## src/rtl/minimips_alu_pkg.sv

```systemverilog
// Shared definitions for the MiniMIPS execute stage: opcodes, FSM encoding,
// multiplier step count and the single-cycle ALU function.
package minimips_alu_pkg;

  localparam logic [3:0] OP_ADD  = 4'd0;
  localparam logic [3:0] OP_SUB  = 4'd1;
  localparam logic [3:0] OP_AND  = 4'd2;
  localparam logic [3:0] OP_OR   = 4'd3;
  localparam logic [3:0] OP_XOR  = 4'd4;
  localparam logic [3:0] OP_NOR  = 4'd5;
  localparam logic [3:0] OP_SLT  = 4'd6;
  localparam logic [3:0] OP_SLTU = 4'd7;
  localparam logic [3:0] OP_MULT = 4'd8;

  localparam int MULT_STEPS = 32;

  typedef enum logic {
    ST_IDLE = 1'b0,
    ST_MUL  = 1'b1
  } state_t;

  // MULT and the illegal opcodes fall through to zero here.
  function automatic logic [31:0] alu_calc(input logic [3:0] op,
                                           input logic [31:0] a,
                                           input logic [31:0] b);
    logic [31:0] r;
    r = '0;
    case (op)
      OP_ADD:  r = a + b;
      OP_SUB:  r = a - b;
      OP_AND:  r = a & b;
      OP_OR:   r = a | b;
      OP_XOR:  r = a ^ b;
      OP_NOR:  r = ~(a | b);
      OP_SLT:  r = {31'b0, $signed(a) < $signed(b)};
      OP_SLTU: r = {31'b0, a < b};
      default: r = '0;
    endcase
    return r;
  endfunction

  // 32'h8000_0000 maps to itself, which is the correct unsigned magnitude.
  function automatic logic [31:0] magnitude(input logic [31:0] v);
    return v[31] ? -v : v;
  endfunction

endpackage

```

## src/rtl/alu_ex_stage_mult.sv

```systemverilog
// Sequential shift-add multiplier engine (mult_seq_32), one step per cycle.
// Only compiled and used when ALU_MULT_EN is defined.
`ifdef ALU_MULT_EN
module mult_seq_32
  import minimips_alu_pkg::*;
(
  input  logic        clk,
  input  logic        rst_n,
  input  logic        start,
  input  logic [31:0] mag_a,
  input  logic [31:0] mag_b,
  input  logic        sign,
  output logic        done,
  output logic [63:0] product
);

  logic [63:0] acc;
  logic [63:0] mcand;
  logic [31:0] mplier;
  logic [5:0]  cnt;
  logic        neg;

  // Counter parks at MULT_STEPS when idle so no stray steps run.
  always_ff @(posedge clk) begin
    if (!rst_n) begin
      acc    <= '0;
      mcand  <= '0;
      mplier <= '0;
      cnt    <= 6'(MULT_STEPS);
      neg    <= 1'b0;
    end else if (start) begin
      acc    <= '0;
      mcand  <= {32'b0, mag_a};
      mplier <= mag_b;
      cnt    <= '0;
      neg    <= sign;
    end else if (cnt != 6'(MULT_STEPS)) begin
      if (mplier[0]) acc <= acc + mcand;
      mcand  <= mcand << 1;
      mplier <= mplier >> 1;
      cnt    <= cnt + 6'd1;
    end
  end

  assign done    = (cnt == 6'(MULT_STEPS));
  assign product = neg ? -acc : acc;

endmodule
`endif

```

## src/rtl/alu_ex_stage.sv

```systemverilog
// MiniMIPS registered execute stage with valid/ready handshake on both sides.
// Define ALU_MULT_EN to add the multi-cycle signed MULT (hi/result) path.
module alu_ex_stage
  import minimips_alu_pkg::*;
#(
  parameter int WIDTH = 32
) (
  input  logic             clk,
  input  logic             rst_n,
  input  logic             in_valid,
  output logic             in_ready,
  input  logic [3:0]       op,
  input  logic [WIDTH-1:0] a,
  input  logic [WIDTH-1:0] b,
  output logic             out_valid,
  input  logic             out_ready,
  output logic [WIDTH-1:0] result,
  output logic [WIDTH-1:0] hi,
  output logic             busy
);

  logic accept;
  logic drain;

  assign accept = in_valid && in_ready;
  assign drain  = out_valid && out_ready;

`ifdef ALU_MULT_EN
  state_t      state, state_nx;
  logic        mul_start;
  logic        mul_done;
  logic        mul_load;
  logic [63:0] product;

  // A finished product waits in MUL until the output register is free.
  always_comb begin
    state_nx  = state;
    in_ready  = 1'b0;
    busy      = 1'b0;
    mul_start = 1'b0;
    mul_load  = 1'b0;
    case (state)
      ST_IDLE: begin
        in_ready = !out_valid || out_ready;
        if (in_valid && in_ready && op == OP_MULT) begin
          mul_start = 1'b1;
          state_nx  = ST_MUL;
        end
      end
      ST_MUL: begin
        busy = 1'b1;
        if (mul_done && (!out_valid || out_ready)) begin
          mul_load = 1'b1;
          state_nx = ST_IDLE;
        end
      end
      default: state_nx = ST_IDLE;
    endcase
  end

  mult_seq_32 u_mult (
    .clk     (clk),
    .rst_n   (rst_n),
    .start   (mul_start),
    .mag_a   (magnitude(a)),
    .mag_b   (magnitude(b)),
    .sign    (a[WIDTH-1] ^ b[WIDTH-1]),
    .done    (mul_done),
    .product (product)
  );

  always_ff @(posedge clk) begin
    if (!rst_n) begin
      state     <= ST_IDLE;
      out_valid <= 1'b0;
      result    <= '0;
      hi        <= '0;
    end else begin
      state <= state_nx;
      if (mul_load) begin
        result    <= product[31:0];
        hi        <= product[63:32];
        out_valid <= 1'b1;
      end else if (accept && op != OP_MULT) begin
        result    <= alu_calc(op, a, b);
        out_valid <= 1'b1;
      end else if (drain) begin
        out_valid <= 1'b0;
      end
    end
  end
`else
  assign in_ready = !out_valid || out_ready;
  assign busy     = 1'b0;
  assign hi       = '0;

  always_ff @(posedge clk) begin
    if (!rst_n) begin
      out_valid <= 1'b0;
      result    <= '0;
    end else if (accept) begin
      result    <= alu_calc(op, a, b);
      out_valid <= 1'b1;
    end else if (drain) begin
      out_valid <= 1'b0;
    end
  end
`endif

endmodule

```

## config.mk

```make
export PLATFORM = sky130hd
export DESIGN_NAME = alu_ex_stage
export DESIGN_NICKNAME = d
export VERILOG_FILES = /design/src/rtl/minimips_alu_pkg.sv /design/src/rtl/alu_ex_stage_mult.sv /design/src/rtl/alu_ex_stage.sv
export SDC_FILE = /design/constraint.sdc
export NUM_CORES = 1
export LEC_CHECK = 0
export BUFFER_PORTS_ARGS = -buffer_cell sky130_fd_sc_hd__clkbuf_2
export CAP_MARGIN = 20
export CELL_PAD_IN_SITES_DETAIL_PLACEMENT = 1
export CELL_PAD_IN_SITES_GLOBAL_PLACEMENT = 2
export CORE_AREA = 2 2 144 146
export DETAILED_ROUTE_END_ITERATION = 10
export DIE_AREA = 0 0 146 148
export PLACE_DENSITY = 0.95
export SLEW_MARGIN = 20
export SYNTH_ARGS = -nofsm -noshare
export SYNTH_HDL_FRONTEND = slang
export SYNTH_SLANG_ARGS = --single-unit
```

## constraint.sdc

```tcl
create_clock -name clk -period 7.8 [get_ports clk]
set_input_delay 1.17 -clock clk [delete_from_list [all_inputs] [get_ports clk]]
set_output_delay 1.17 -clock clk [all_outputs]
set_load 0.01 [all_outputs]
```

# == After elaboration in Yosys (flattened, before gate mapping) ==
# Cells that the tools add are included.
# word_totals
ff_bits,33
latchBits,0
ramBits,0
rom_bits,0
input_bits,72
out_inout_bits,67
elab_cells,26
mem_count,0
# classes
addsub,2
multipliers,0
n_div,0
n_lt_le_gt_ge,2
n_eq_ne,7
shift,0
mux,3
n_bitwise,4
reduce_logical,6
# ops
cell,n
$pmux W32 S8,1
$lt A32 B32 Y1,2
$add A32 B32 Y32,1
$and A32 B32 Y32,1
$not A32 Y32,1
$or A32 B32 Y32,1
$sub A32 B32 Y32,1
$xor A32 B32 Y32,1
$eq A4 B3 Y1 const B,4
$eq A4 B2 Y1 const B,2
$eq A4 B1 Y1 const B,1
$logic_not A4 Y1,1
$logic_and A1 B1 Y1,2
$mux W1,2
$reduce_bool A2 Y1,1
$logic_not A1 Y1,1
$logic_or A1 B1 Y1,1

# == Longest topological paths before layout ==
# logic_depth
depth_word,4
depth_mapped,12

# == Worst setup path after synthesis ==
# No wires, ideal clock.
# synth_timing
kind,input to register
start,input a[0]
end,register result[28]
arrival_time_ps,3337
required_time_ps,7674
setup_slack_ps,4336
cell_stages,12
path_buffers,0
path_cell_list,inv_1 > ha_1 > fa_1 > o21bai_2 > a2111oi_4 > nor4bb_2 > nand3_1 > a311oi_2 > o31ai_2 > o21ai_1 > xor2_1 > o21ai_1
# synth_between
elab_chain_len,2
# synth_lines
item,line_no,source
start: declaration,alu_ex_stage.sv:13,"input logic [WIDTH-1:0] a,"
$sub A32 B32 Y32 / $add A32 B32 Y32 (equally long branches),"minimips_alu_pkg.sv:30, minimips_alu_pkg.sv:29",
$pmux W32 S8 *,minimips_alu_pkg.sv:28,case (op)
end signal: assignment,alu_ex_stage.sv:102,"result <= alu_calc(op, a, b);"
end: declaration,alu_ex_stage.sv:17,"output logic [WIDTH-1:0] result,"
# Every way passes the cells marked *; elsewhere a longest branch is shown, timed or not.
# A chain may end at the register's enable or synchronous reset.

# == Worst setup path in the final report ==
# Ends and elaborated chain as after synthesis.

==> out/metrics.yaml <==
run_status:
  status: "finished, final reports clean"
layout:
  antenna_cells: 0
  area_growth_pct: 10.4
  layout-drive-gt1-share_pct: 15.0
  nets: 1208
global_routing:
  grt_start_max_net_pins: 57
  grt_remaining_overflow: 0
  grt_pass1_wl_um: 38400
  grt_pass1_vias: 7170
  grt_use_total_pct: 21.8
  antenna_found_initial: 0
logic_synthesis:
  synthCells: 975
  synth.distinct_cells: 77
  yosysSeqAreaShare_pct: 9.83
  synth-seq-cells: 33
  synth_edf_count: 0
  syn_area_mm2: 0.00672
  synthFlopType: "dfxtp_1"
  async_reset_ff_share_pct: 0
  syn_avg_cell_area_um2: 6.89
  yosysWarnings: 0
clock_network:
  clock_path_buffers: 2
  h-tree-depth: 2
  cts-root-buf: "clkbuf_16"
  clock-sinks: 33
  holdBufCountCts: 0
  clock_latency_ns: 0.29
  postCtsSetupRepairBufs: 0
  clk_pin_slew_ns: 0.07
  numCtsBuffers: 5
  cts_resized: 0
  cts_tree: "done"
setup_path:
  rr_worst_depth: 8
  cp_cell_sequence: "clkbuf_2 > inv_1 > ha_1 > fa_1 > o21bai_2 > a2111oi_4 > nor4bb_2 > nand3_1 > a311oi_2 > o31ai_2 > o21ai_1 > xor2_1 > o21ai_1"
  worst_setup_path_end_kind: "register"
  cp-start-kind: "primary input"
  critical_path_class: "in2reg"
  critical_path_required_ns: 7.96
  cp_max_fo: 3
  cpMaxStageDelayCell: "nor4bb_2"
  cp_data_arrival_time_ns: 3.96
  path_common_cell: "o21ai_1"
  crit_path_max_incr_delay_ns: 0.44
floorplanning:
  num_rows: 52
  pin_count: 139
  coreArea_mm2: 0.0200
  fp.dieW_um: 146
  die-area_mm2: 0.0216
  die_y_um: 148
  initial_core_util_pct: 33.5
min_path:
  hold_class: "reg2reg"
  holdPathStages: 2
flow_run:
  maxCapViolCount: 0
sta:
  max_freq_mhz: 263
  skew_ns: 0.00293
  final_max_slew_viol_count: 0
  rsz0062_at_grt: "false"
  setup_viol_count_final: 0
  hold_viol_final: 0
  worstMarginPinSlew_ns: 0.890
  tns_ns: 0
  final.min_clock_period_ns: 3.80
  post-route-period-util_pct: 48.7
  maxSlewHeadroom_pct: 40.6
power_and_ir_drop:
  power_density_mw_per_mm2: 121
  p_leak_nw: 3.37
  totalPowerFinal_uw: 894
  ir_drop_mv: 0.0797
detailed_routing:
  drtPass1Iterations: 5
  via_count: 7213
  avgViaCountPerCell: 5.54
  wirelength_um: 24300
  wl_per_cell_um: 18.7
  postRouteAntennaNets: 0
  drt-initial-drc-count: 564
  drc: 0
placement:
  place_congestion: 0.940
  dp_hpwl_um: 19100
  port-buffer-count: 105
kinds of logic (layout without fill, tap and decap cells):
group	count (synthesis)	after routing	synth area share [%]
AOI/OAI and AO/OA	375	375	36.4
xor gates and xnor gates	31	31	4.04
adders and majority gates	105	105	19.8
buffers and inverters	200	225	13.7
DFF	33	33	9.83
muxes	3	3	0.466
other	1	33	0.0558
and+or+nand+nor	227	227	15.8
report_power, final:
| group | leakage, nW | switching [mW] | internal, mW |
|---|---|---|---|
| Combinational | 3.02 | 0.294 | 0.161 |
| Sequential | 0.271 | 0.00651 | 0.179 |
| Clock | 0.0841 | 0.0936 | 0.160 |
| Total | 3.37 | 0.394 | 0.500 |
state kept, by name (all words and copies together) (netlist names):
| name | count |
|---|---|
| out_valid | 1 |
| result | 32 |
synth_stat cells (4+ instances only):
master | number | share of area [%]
o31ai_1 | 11 | 1.2
ha_1 | 103 | 19
inv_2 | 7 | 0.39
a221oi_1 | 26 | 3.4
inv_1 | 98 | 5.5
xor2_1 | 5 | 0.65
nor4_1 | 4 | 0.37
o22ai_1 | 4 | 0.37
a21o_1 | 9 | 1.0
a211oi_1 | 27 | 3.0
o211ai_1 | 9 | 1.0
nor2b_1 | 7 | 0.65
nand4_1 | 10 | 0.93
nor3_1 | 19 | 1.4
o31ai_2 | 5 | 0.93
nand3_1 | 9 | 0.67
a221o_1 | 4 | 0.60
o21ai_0 | 60 | 4.5
buf_4 | 39 | 4.4
or3_1 | 4 | 0.37
a22oi_1 | 5 | 0.56
a21oi_1 | 136 | 10
o21ai_1 | 19 | 1.4
nand2b_1 | 9 | 0.84
o21bai_1 | 13 | 1.5
a21boi_0 | 4 | 0.45
buf_2 | 10 | 0.75
dfxtp_1 | 33 | 9.8
a31oi_1 | 6 | 0.56
nand2_1 | 75 | 4.2
xnor2_1 | 26 | 3.4
clkbuf_1 | 42 | 2.3
nor2_1 | 73 | 4.1
o2111ai_1 | 4 | 0.52
worst max-delay path: cells and delay by family:
family | cells | cell delay, ns
AO/OA/AOI/OAI | 6 | 1.21
AND/OR/NAND/NOR | 2 | 0.64
adder cells (fa/ha/maj) | 2 | 0.63
XOR/XNOR | 1 | 0.17
buffers and inverters | 2 | 0.14
through the flow:
step	hold slack, ns	setup slack, ns	util [%]	instance area [µm²]	cells
2_1_floorplan	0.471	4.34	-	6840	1007
3_3_place_gp	0.443	3.84	36.1	7240	1294
3_5_place_dp	0.451	3.73	36.1	7240	1294
4_1_cts	0.460	4.03	37.0	7410	1302
5_1_grt	0.477	3.80	37.0	7410	1302
6_report	0.458	4.00	37.0	7410	1302
placed cells by master, fill, tap and decap left out, drive strengths merged, types with 14 or more instances in the layout:
cell      n
a211oi   28
a21oi   139
a221oi   26
clkbuf  111
conb     33
dfxtp    33
ha      103
inv     105
nand2    75
nor2     74
nor3     22
o21ai    80
o21bai   14
o31ai    16
xnor2    26
metal layers:
metal	wire length, µm	GRT usage, %	part of all wire, %
met1	11400	29.7	47
met2	11200	36.1	46
met3	1190	2.41	4.9
met4	620	6.89	2.5
met5	0	0	0
final cells by class:
class                      instances  area (µm²)
sequential                        33         661
multi-input combinational        774        5270
fill                            2606       12600
timing repair buffer             112         581
clock inverter                     1        30.0
clock buffer                       7         143
tap                              270         338
inverter                         105         394
worst paths after layout:
path                                  from         end  slack [ns]
worst min register to register  result[14]  result[14]        0.46
worst max register to register   out_valid  result[31]        5.01
worst max-delay path                  a[0]  result[28]        4.00
worst min-delay path            result[14]  result[14]        0.46
(Power assumes the default switching activity.)
